File: src/rtl/ctrl_pipe_decoder_if.sv
// Fetch-to-decode bus for ctrl_pipe_decoder: instruction handshake in, registered control word out.
// Handshake: Instr is consumed on a rising edge when InstrValid && InstrReady && !Flush; InstrReady never depends on InstrValid.
interface ctrl_pipe_decoder_if #(
  parameter int MCODEBITS = 9,
  parameter int OPWIDTH   = 3
);
  logic [MCODEBITS-1:0] Instr;
  logic                 InstrValid;
  logic                 Stall;
  logic                 Flush;
  logic                 InstrReady;
  logic                 CtrlValid;
  logic                 Branch;
  logic                 MemtoReg;
  logic                 MemWrite;
  logic                 ALUSrc;
  logic                 RegWrite;
  logic [OPWIDTH:0]     ALUOp;
  logic [1:0]           RegDst;
  logic                 Halt;
  logic                 IllegalOp;

  modport master (
    output Instr, InstrValid, Stall, Flush,
    input  InstrReady, CtrlValid, Branch, MemtoReg, MemWrite, ALUSrc,
           RegWrite, ALUOp, RegDst, Halt, IllegalOp
  );

  modport slave (
    input  Instr, InstrValid, Stall, Flush,
    output InstrReady, CtrlValid, Branch, MemtoReg, MemWrite, ALUSrc,
           RegWrite, ALUOp, RegDst, Halt, IllegalOp
  );
endinterface

File: src/rtl/ctrl_pipe_decoder.sv
// Registered control decoder with halt drain FSM (RUN -> DRAIN -> HALTED).
// Optional feature macro CTRL_ILLEGAL_TRAP_EN: illegal opcodes become a sticky trap that drains like halt.
module ctrl_pipe_decoder #(
  parameter int MCODEBITS    = 9,
  parameter int OPBITS       = 4,
  parameter int OPWIDTH      = 3,
  parameter int DRAIN_CYCLES = 2
) (
  input  logic              Clk,
  input  logic              Reset,
  ctrl_pipe_decoder_if.slave bus,
  output logic [1:0]        dbg_state
);
  localparam int AW = OPWIDTH + 1;

  typedef enum logic [1:0] {RUN = 2'd0, DRAIN = 2'd1, HALTED = 2'd2} state_t;

  typedef struct packed {
    logic          ctrl_valid;
    logic          branch;
    logic          memtoreg;
    logic          memwrite;
    logic          alusrc;
    logic          regwrite;
    logic [AW-1:0] aluop;
    logic [1:0]    regdst;
  } ctrl_t;

  // 4-bit ALU codes are zero-extended or truncated to the configured width.
  function automatic logic [AW-1:0] fit_op(input logic [3:0] code);
    logic [AW+3:0] wide;
    wide = {{AW{1'b0}}, code};
    return wide[AW-1:0];
  endfunction

  state_t            state;
  logic [3:0]        cnt;
  ctrl_t             ctrl_q;
  ctrl_t             bubble;
  ctrl_t             dec;
  logic              dec_stop;
  logic              ready;
  logic              accept;
  logic [OPBITS-1:0] op;
  logic              unused_instr;

  assign op           = bus.Instr[MCODEBITS-1 -: OPBITS];
  assign unused_instr = ^bus.Instr;
  assign ready        = (state == RUN) && !bus.Stall;
  assign accept       = bus.InstrValid && ready && !bus.Flush;

  always_comb begin
    bubble       = '0;
    bubble.aluop = fit_op(4'b0111);
  end

  always_comb begin
    dec            = bubble;
    dec.ctrl_valid = 1'b1;
    dec.regwrite   = 1'b1;
    dec_stop       = 1'b0;
    case (op)
      OPBITS'(0):  begin dec.memtoreg = 1'b1; dec.regdst = 2'd1; end
      OPBITS'(1):  begin dec.regwrite = 1'b0; dec.memwrite = 1'b1; end
      OPBITS'(2):  dec.aluop = fit_op(4'b0001);
      OPBITS'(3):  begin dec.aluop = fit_op(4'b0010); dec.branch = 1'b1; dec.regwrite = 1'b0; end
      OPBITS'(4):  dec.aluop = fit_op(4'b0011);
      OPBITS'(5):  begin dec.aluop = fit_op(4'b0110); dec.regdst = 2'd2; end
      OPBITS'(6):  begin dec.aluop = fit_op(4'b0100); dec.alusrc = 1'b1; dec.regdst = 2'd1; end
      OPBITS'(7):  begin dec.aluop = fit_op(4'b0101); dec.alusrc = 1'b1; dec.regdst = 2'd1; end
      OPBITS'(8):  begin dec.aluop = fit_op(4'b0111); dec.alusrc = 1'b1; dec.regdst = 2'd1; end
      OPBITS'(9):  begin dec.aluop = fit_op(4'b1000); dec.regdst = 2'd2; end
      OPBITS'(10): begin dec.regwrite = 1'b0; dec_stop = 1'b1; end
      OPBITS'(11): dec.aluop = fit_op(4'b1010);
      OPBITS'(12): dec.aluop = fit_op(4'b1011);
      default: begin
`ifdef CTRL_ILLEGAL_TRAP_EN
        dec      = bubble;
        dec_stop = 1'b1;
`endif
      end
    endcase
  end

`ifdef CTRL_ILLEGAL_TRAP_EN
  logic illegal_q;
  logic dec_illegal;
  assign dec_illegal   = (op > OPBITS'(12));
  assign bus.IllegalOp = illegal_q;

  always_ff @(posedge Clk or posedge Reset) begin
    if (Reset)                      illegal_q <= 1'b0;
    else if (accept && dec_illegal) illegal_q <= 1'b1;
  end
`else
  assign bus.IllegalOp = 1'b0;
`endif

  always_ff @(posedge Clk or posedge Reset) begin
    if (Reset) begin
      state  <= RUN;
      cnt    <= '0;
      ctrl_q <= bubble;
    end else begin
      // Flush beats Stall; anything not accepted becomes a bubble.
      if (bus.Flush)       ctrl_q <= bubble;
      else if (bus.Stall)  ctrl_q <= ctrl_q;
      else if (accept)     ctrl_q <= dec;
      else                 ctrl_q <= bubble;

      case (state)
        RUN: begin
          if (accept && dec_stop) begin
            state <= DRAIN;
            cnt   <= 4'(DRAIN_CYCLES);
          end
        end
        DRAIN: begin
          if (cnt == 4'd0)     state <= HALTED;
          else if (!bus.Stall) cnt   <= cnt - 4'd1;
        end
        HALTED:  state <= HALTED;
        default: state <= RUN;
      endcase
    end
  end

  assign bus.InstrReady = ready;
  assign bus.CtrlValid  = ctrl_q.ctrl_valid;
  assign bus.Branch     = ctrl_q.branch;
  assign bus.MemtoReg   = ctrl_q.memtoreg;
  assign bus.MemWrite   = ctrl_q.memwrite;
  assign bus.ALUSrc     = ctrl_q.alusrc;
  assign bus.RegWrite   = ctrl_q.regwrite;
  assign bus.ALUOp      = ctrl_q.aluop;
  assign bus.RegDst     = ctrl_q.regdst;
  assign bus.Halt       = (state == HALTED);
  assign dbg_state      = state;
endmodule

File: src/flat_wrapper.sv
// flat-port wrapper written by rule: the top's interface ports become plain ports
module ctrl_pipe_decoder_flat 
#(
  parameter int MCODEBITS    = 9,
  parameter int OPBITS       = 4,
  parameter int OPWIDTH      = 3,
  parameter int DRAIN_CYCLES = 2
)
  (Clk, Reset, dbg_state, bus_Instr, bus_InstrValid, bus_Stall, bus_Flush, bus_InstrReady, bus_CtrlValid, bus_Branch, bus_MemtoReg, bus_MemWrite, bus_ALUSrc, bus_RegWrite, bus_ALUOp, bus_RegDst, bus_Halt, bus_IllegalOp);
  ctrl_pipe_decoder_if #(.MCODEBITS(MCODEBITS), .OPWIDTH(OPWIDTH)) bus_i ();
  input  logic Clk;
  input  logic Reset;
  output logic [1:0] dbg_state;
  input wire logic [$bits(bus_i.Instr)-1:0] bus_Instr;
  input wire logic [$bits(bus_i.InstrValid)-1:0] bus_InstrValid;
  input wire logic [$bits(bus_i.Stall)-1:0] bus_Stall;
  input wire logic [$bits(bus_i.Flush)-1:0] bus_Flush;
  output wire logic [$bits(bus_i.InstrReady)-1:0] bus_InstrReady;
  output wire logic [$bits(bus_i.CtrlValid)-1:0] bus_CtrlValid;
  output wire logic [$bits(bus_i.Branch)-1:0] bus_Branch;
  output wire logic [$bits(bus_i.MemtoReg)-1:0] bus_MemtoReg;
  output wire logic [$bits(bus_i.MemWrite)-1:0] bus_MemWrite;
  output wire logic [$bits(bus_i.ALUSrc)-1:0] bus_ALUSrc;
  output wire logic [$bits(bus_i.RegWrite)-1:0] bus_RegWrite;
  output wire logic [$bits(bus_i.ALUOp)-1:0] bus_ALUOp;
  output wire logic [$bits(bus_i.RegDst)-1:0] bus_RegDst;
  output wire logic [$bits(bus_i.Halt)-1:0] bus_Halt;
  output wire logic [$bits(bus_i.IllegalOp)-1:0] bus_IllegalOp;
  assign bus_i.Instr = bus_Instr;
  assign bus_i.InstrValid = bus_InstrValid;
  assign bus_i.Stall = bus_Stall;
  assign bus_i.Flush = bus_Flush;
  assign bus_InstrReady = bus_i.InstrReady;
  assign bus_CtrlValid = bus_i.CtrlValid;
  assign bus_Branch = bus_i.Branch;
  assign bus_MemtoReg = bus_i.MemtoReg;
  assign bus_MemWrite = bus_i.MemWrite;
  assign bus_ALUSrc = bus_i.ALUSrc;
  assign bus_RegWrite = bus_i.RegWrite;
  assign bus_ALUOp = bus_i.ALUOp;
  assign bus_RegDst = bus_i.RegDst;
  assign bus_Halt = bus_i.Halt;
  assign bus_IllegalOp = bus_i.IllegalOp;
  ctrl_pipe_decoder #(.MCODEBITS(MCODEBITS), .OPBITS(OPBITS), .OPWIDTH(OPWIDTH), .DRAIN_CYCLES(DRAIN_CYCLES)) u_core (.Clk(Clk), .Reset(Reset), .bus(bus_i), .dbg_state(dbg_state));
endmodule
File: config.mk
export PLATFORM = sky130hd
export DESIGN_NAME = ctrl_pipe_decoder_flat
export DESIGN_NICKNAME = d
export VERILOG_FILES = /design/src/rtl/ctrl_pipe_decoder_if.sv /design/src/rtl/ctrl_pipe_decoder.sv /design/src/flat_wrapper.sv
export SDC_FILE = /design/constraint.sdc
export NUM_CORES = 1
export LEC_CHECK = 0
export BUFFER_PORTS_ARGS = -buffer_cell sky130_fd_sc_hd__buf_2
export CAP_MARGIN = 20
export CORE_MARGIN = 8
export CORE_UTILIZATION = 45
export CTS_CLUSTER_DIAMETER = 100
export DETAILED_ROUTE_END_ITERATION = 10
export PLACE_DENSITY = 0.74
export SLEW_MARGIN = 20
export SYNTH_ARGS = -nofsm -noshare
export SYNTH_HDL_FRONTEND = slang
export SYNTH_SLANG_ARGS = --single-unit
File: constraint.sdc
create_clock -name Clk -period 1.7 [get_ports Clk]
set_clock_uncertainty 0.05 [all_clocks]
set_input_delay 0.17 -clock Clk [delete_from_list [all_inputs] [get_ports Clk]]
set_output_delay 0.17 -clock Clk [all_outputs]
set_load 0.02 [all_outputs]
==> metrics.txt <==
Seq/Total Area, Yosys=43.9%; Synth async-reset ratio=100%; Total Neg Setup Slack=-13.2 ps; DRC errors left=0; syn avg cell area=9.49 sq um; failing checks=setup timing; initial antenna violation count=0; peak supply drop=0.670 mV; P&R area growth vs syn=26.8%; RD Place Congestion=0.831; pin count of the biggest net entering global routing=19; worst slew pin tran=662 ps; # diodes=0; post-synthesis compound-gate area fraction=15.4%; Inserted Clock Buffers=3; Seq cells post-synth=18; EDFF count, synth=0; first-pass GRT wire length=4050 um; max-slew violations=0; Max Cap Viol=0; startpoint types=flip-flop; Lkg Pwr=0.000663 uW; initial core utilization=47.2%; Post-Synth Adder-Cell Area=6.05%; pre-CTS setup slack=-29.9 ps; Top FF cell, synth=dfrtp_1; initial drt markers=30; Worst-Skew Late Latency=290 ps; Vias/cell=5.26; Hold WC Path Type=in -> reg; Fin. Hold Viols=0; Final #Nets=163; fin cells=171; Crit path arrival time=1840 ps; total power=1590 uW; simple-gate share of the synthesized area=23.7%; main combinational cell family by area after synthesis=simple AND/OR/NAND/NOR gates; final WL=2480 um; fill count=194; CTS H-tree depth=1; WS Path Type=reg -> reg; RSZ-0062 raised after global routing=true; endpoint class of the critical path=flip-flop; Setup-failing EPs final=1; Synth cell types=33; Fmax=584 MHz; Die W=64.0 um; Placeable Area=2190 sq um; final worst slack=-13.2 ps; Hold WS=191 ps; CTS tree=yes; Root Driver=clkbuf_4; FP Rows=17; Synth Instances=109; mapped cell area=1030 sq um; status=finished, violations left; CP max FO=9; drt first pass iters=4; Die Span Y=64.0 um; fraction of layout cells with a size suffix above 1=37.1%; Worst-path clk slew=100 ps; Total GRT Usage=12.0%; wire length per cell=14.5 um; synth warn=0; vias in the first global route=923; CTS max path bufs=2; placed insts=165; vias post-DR=899; clk sink count=18; multiplexer area fraction after synthesis=5.08%; pwr/cell area=1210 nW/um^2; die area=4090 sq um; DP HPWL=1820 um; Post-Synth XOR/XNOR Area=0%; gr ovfl total=0; crit path time final=1710 ps; Tcrit/Tclk final=101%; io pins=31; post-route ant nets=0; Synthesized Nets=128; worst rel slew slack=55.8%; Port-buffer cells=24; Req. time, crit path=1820 ps
## cell usage after synthesis, drive strengths merged (3+ instances only)
master / count / area [sq um]
inv: 7 / 26.3
clkbuf: 3 / 11.3
nor2: 4 / 15.0
mux2i: 3 / 30.0
buf: 3 / 20.0
ha: 5 / 62.6
nand3: 3 / 15.0
nand2: 17 / 63.8
o21ai: 7 / 35.0
a21oi: 4 / 20.0
a32o: 3 / 30.0
nor2b: 4 / 25.0
dfstp: 3 / 78.8
dfrtp: 15 / 375
nand2b: 4 / 25.0
## final timing paths
kind	endpoint	startpoint	depth (start not counted)	slack [ps]
min	u_core.bus.ALUOp[0]	bus_Stall	4	190
max reg2reg	u_core.cnt[2]	u_core.dbg_state[0]	8	-10
min reg2reg	u_core.bus.MemtoReg	u_core.bus.MemtoReg	2	440
max in group asynchronous	u_core.dbg_state[1]	Reset	3	680
min in group asynchronous	u_core.bus.ALUSrc	Reset	3	460
max	u_core.cnt[2]	u_core.dbg_state[0]	8	-10
## state kept, by name (all words and copies together), names as in the netlist
name and cells:
u_core.bus.CtrlValid 1, u_core.bus.ALUOp 4, u_core.bus.MemtoReg 1, u_core.bus.RegWrite 1, u_core.bus.RegDst 2, u_core.bus.Branch 1, u_core.cnt 4, u_core.dbg_state 2
u_core.bus.MemWrite 1, u_core.bus.ALUSrc 1
## worst max-delay path, stage by stage (launching register included)
cell and delay, ps:
dfrtp_2 440, inv_2 80, ha_4 130, and4bb_1 260, buf_4 140, buf_4 170, nand4b_1 150, nand2_1 110
mux2i_1 70
## metrics by stage
step	util, %	area [sq um]
CTS	59.1	1290
detailed placement	57.1	1250
global placement	57.1	1250
floorplan	-	1050
global route	59.9	1310
finish	59.9	1310
## cell families (layout without fill, tap and decap cells)
| family | after synthesis | after routing |
|---|---|---|
| AO/OA/AOI/OAI | 23 | 23 |
| multiplexers | 5 | 5 |
| AND/OR/NAND/NOR | 44 | 44 |
| buffers and inverters | 13 | 47 |
| other | 1 | 1 |
| adder cells (fa/ha/maj) | 5 | 5 |
| flip-flops | 18 | 18 |
## cell type report
class	count	area (sq um)	area share, %
flip-flops and latches	18	457	34.8
repair buffers	36	213	16.2
inverters	7	28.8	2.19
clock buffers	4	26.3	2.00
multi-input cells	78	553	42.1
well taps	28	35.0	2.67
## power by group
part	total (uW)	switching, uW	leakage (uW)	internal (uW)
Sequential	565	58.1	0.000226	507
Combinational	812	418	0.000421	394
Clock	213	122	0.0000150	91.1
## cell usage in the layout (no fill, tap or decap), types with 2 or more instances in the layout
cell and n:
nand3_1 3, o31ai_1 2, o21ai_0 6, nor2_1 4, mux2_2 2, ha_1 2
clkbuf_4 3, a22o_1 2, mux2i_1 3, nand2_1 17, ha_2 2, a32o_1 3
inv_1 5, nand3b_1 2, dfstp_2 3, a21oi_1 4, buf_2 24, nand2b_1 4
dfrtp_2 2, dfrtp_1 13, and4bb_1 2, buf_4 11, a21o_1 2, nor2b_1 4
## routing by layer
layer	vias up	routed length, um	track usage [%]
li1	440	-	-
met1	426	1060	14.0
met2	27	1210	19.3
met3	6	169	4.53
met4	0	40	4.74
met5	-	0	0
## what timing repair did
action | in CTS | in global routing
setup buffers | 0 | 1
hold endpoints to repair | 15 | 0
pin swaps | 1 | 1
endpoints found under the setup margin | 2 | 10
gates resized for setup | 1 | 4
hold buffers | 1 | 0
Power figures use the tool's default switching activity.
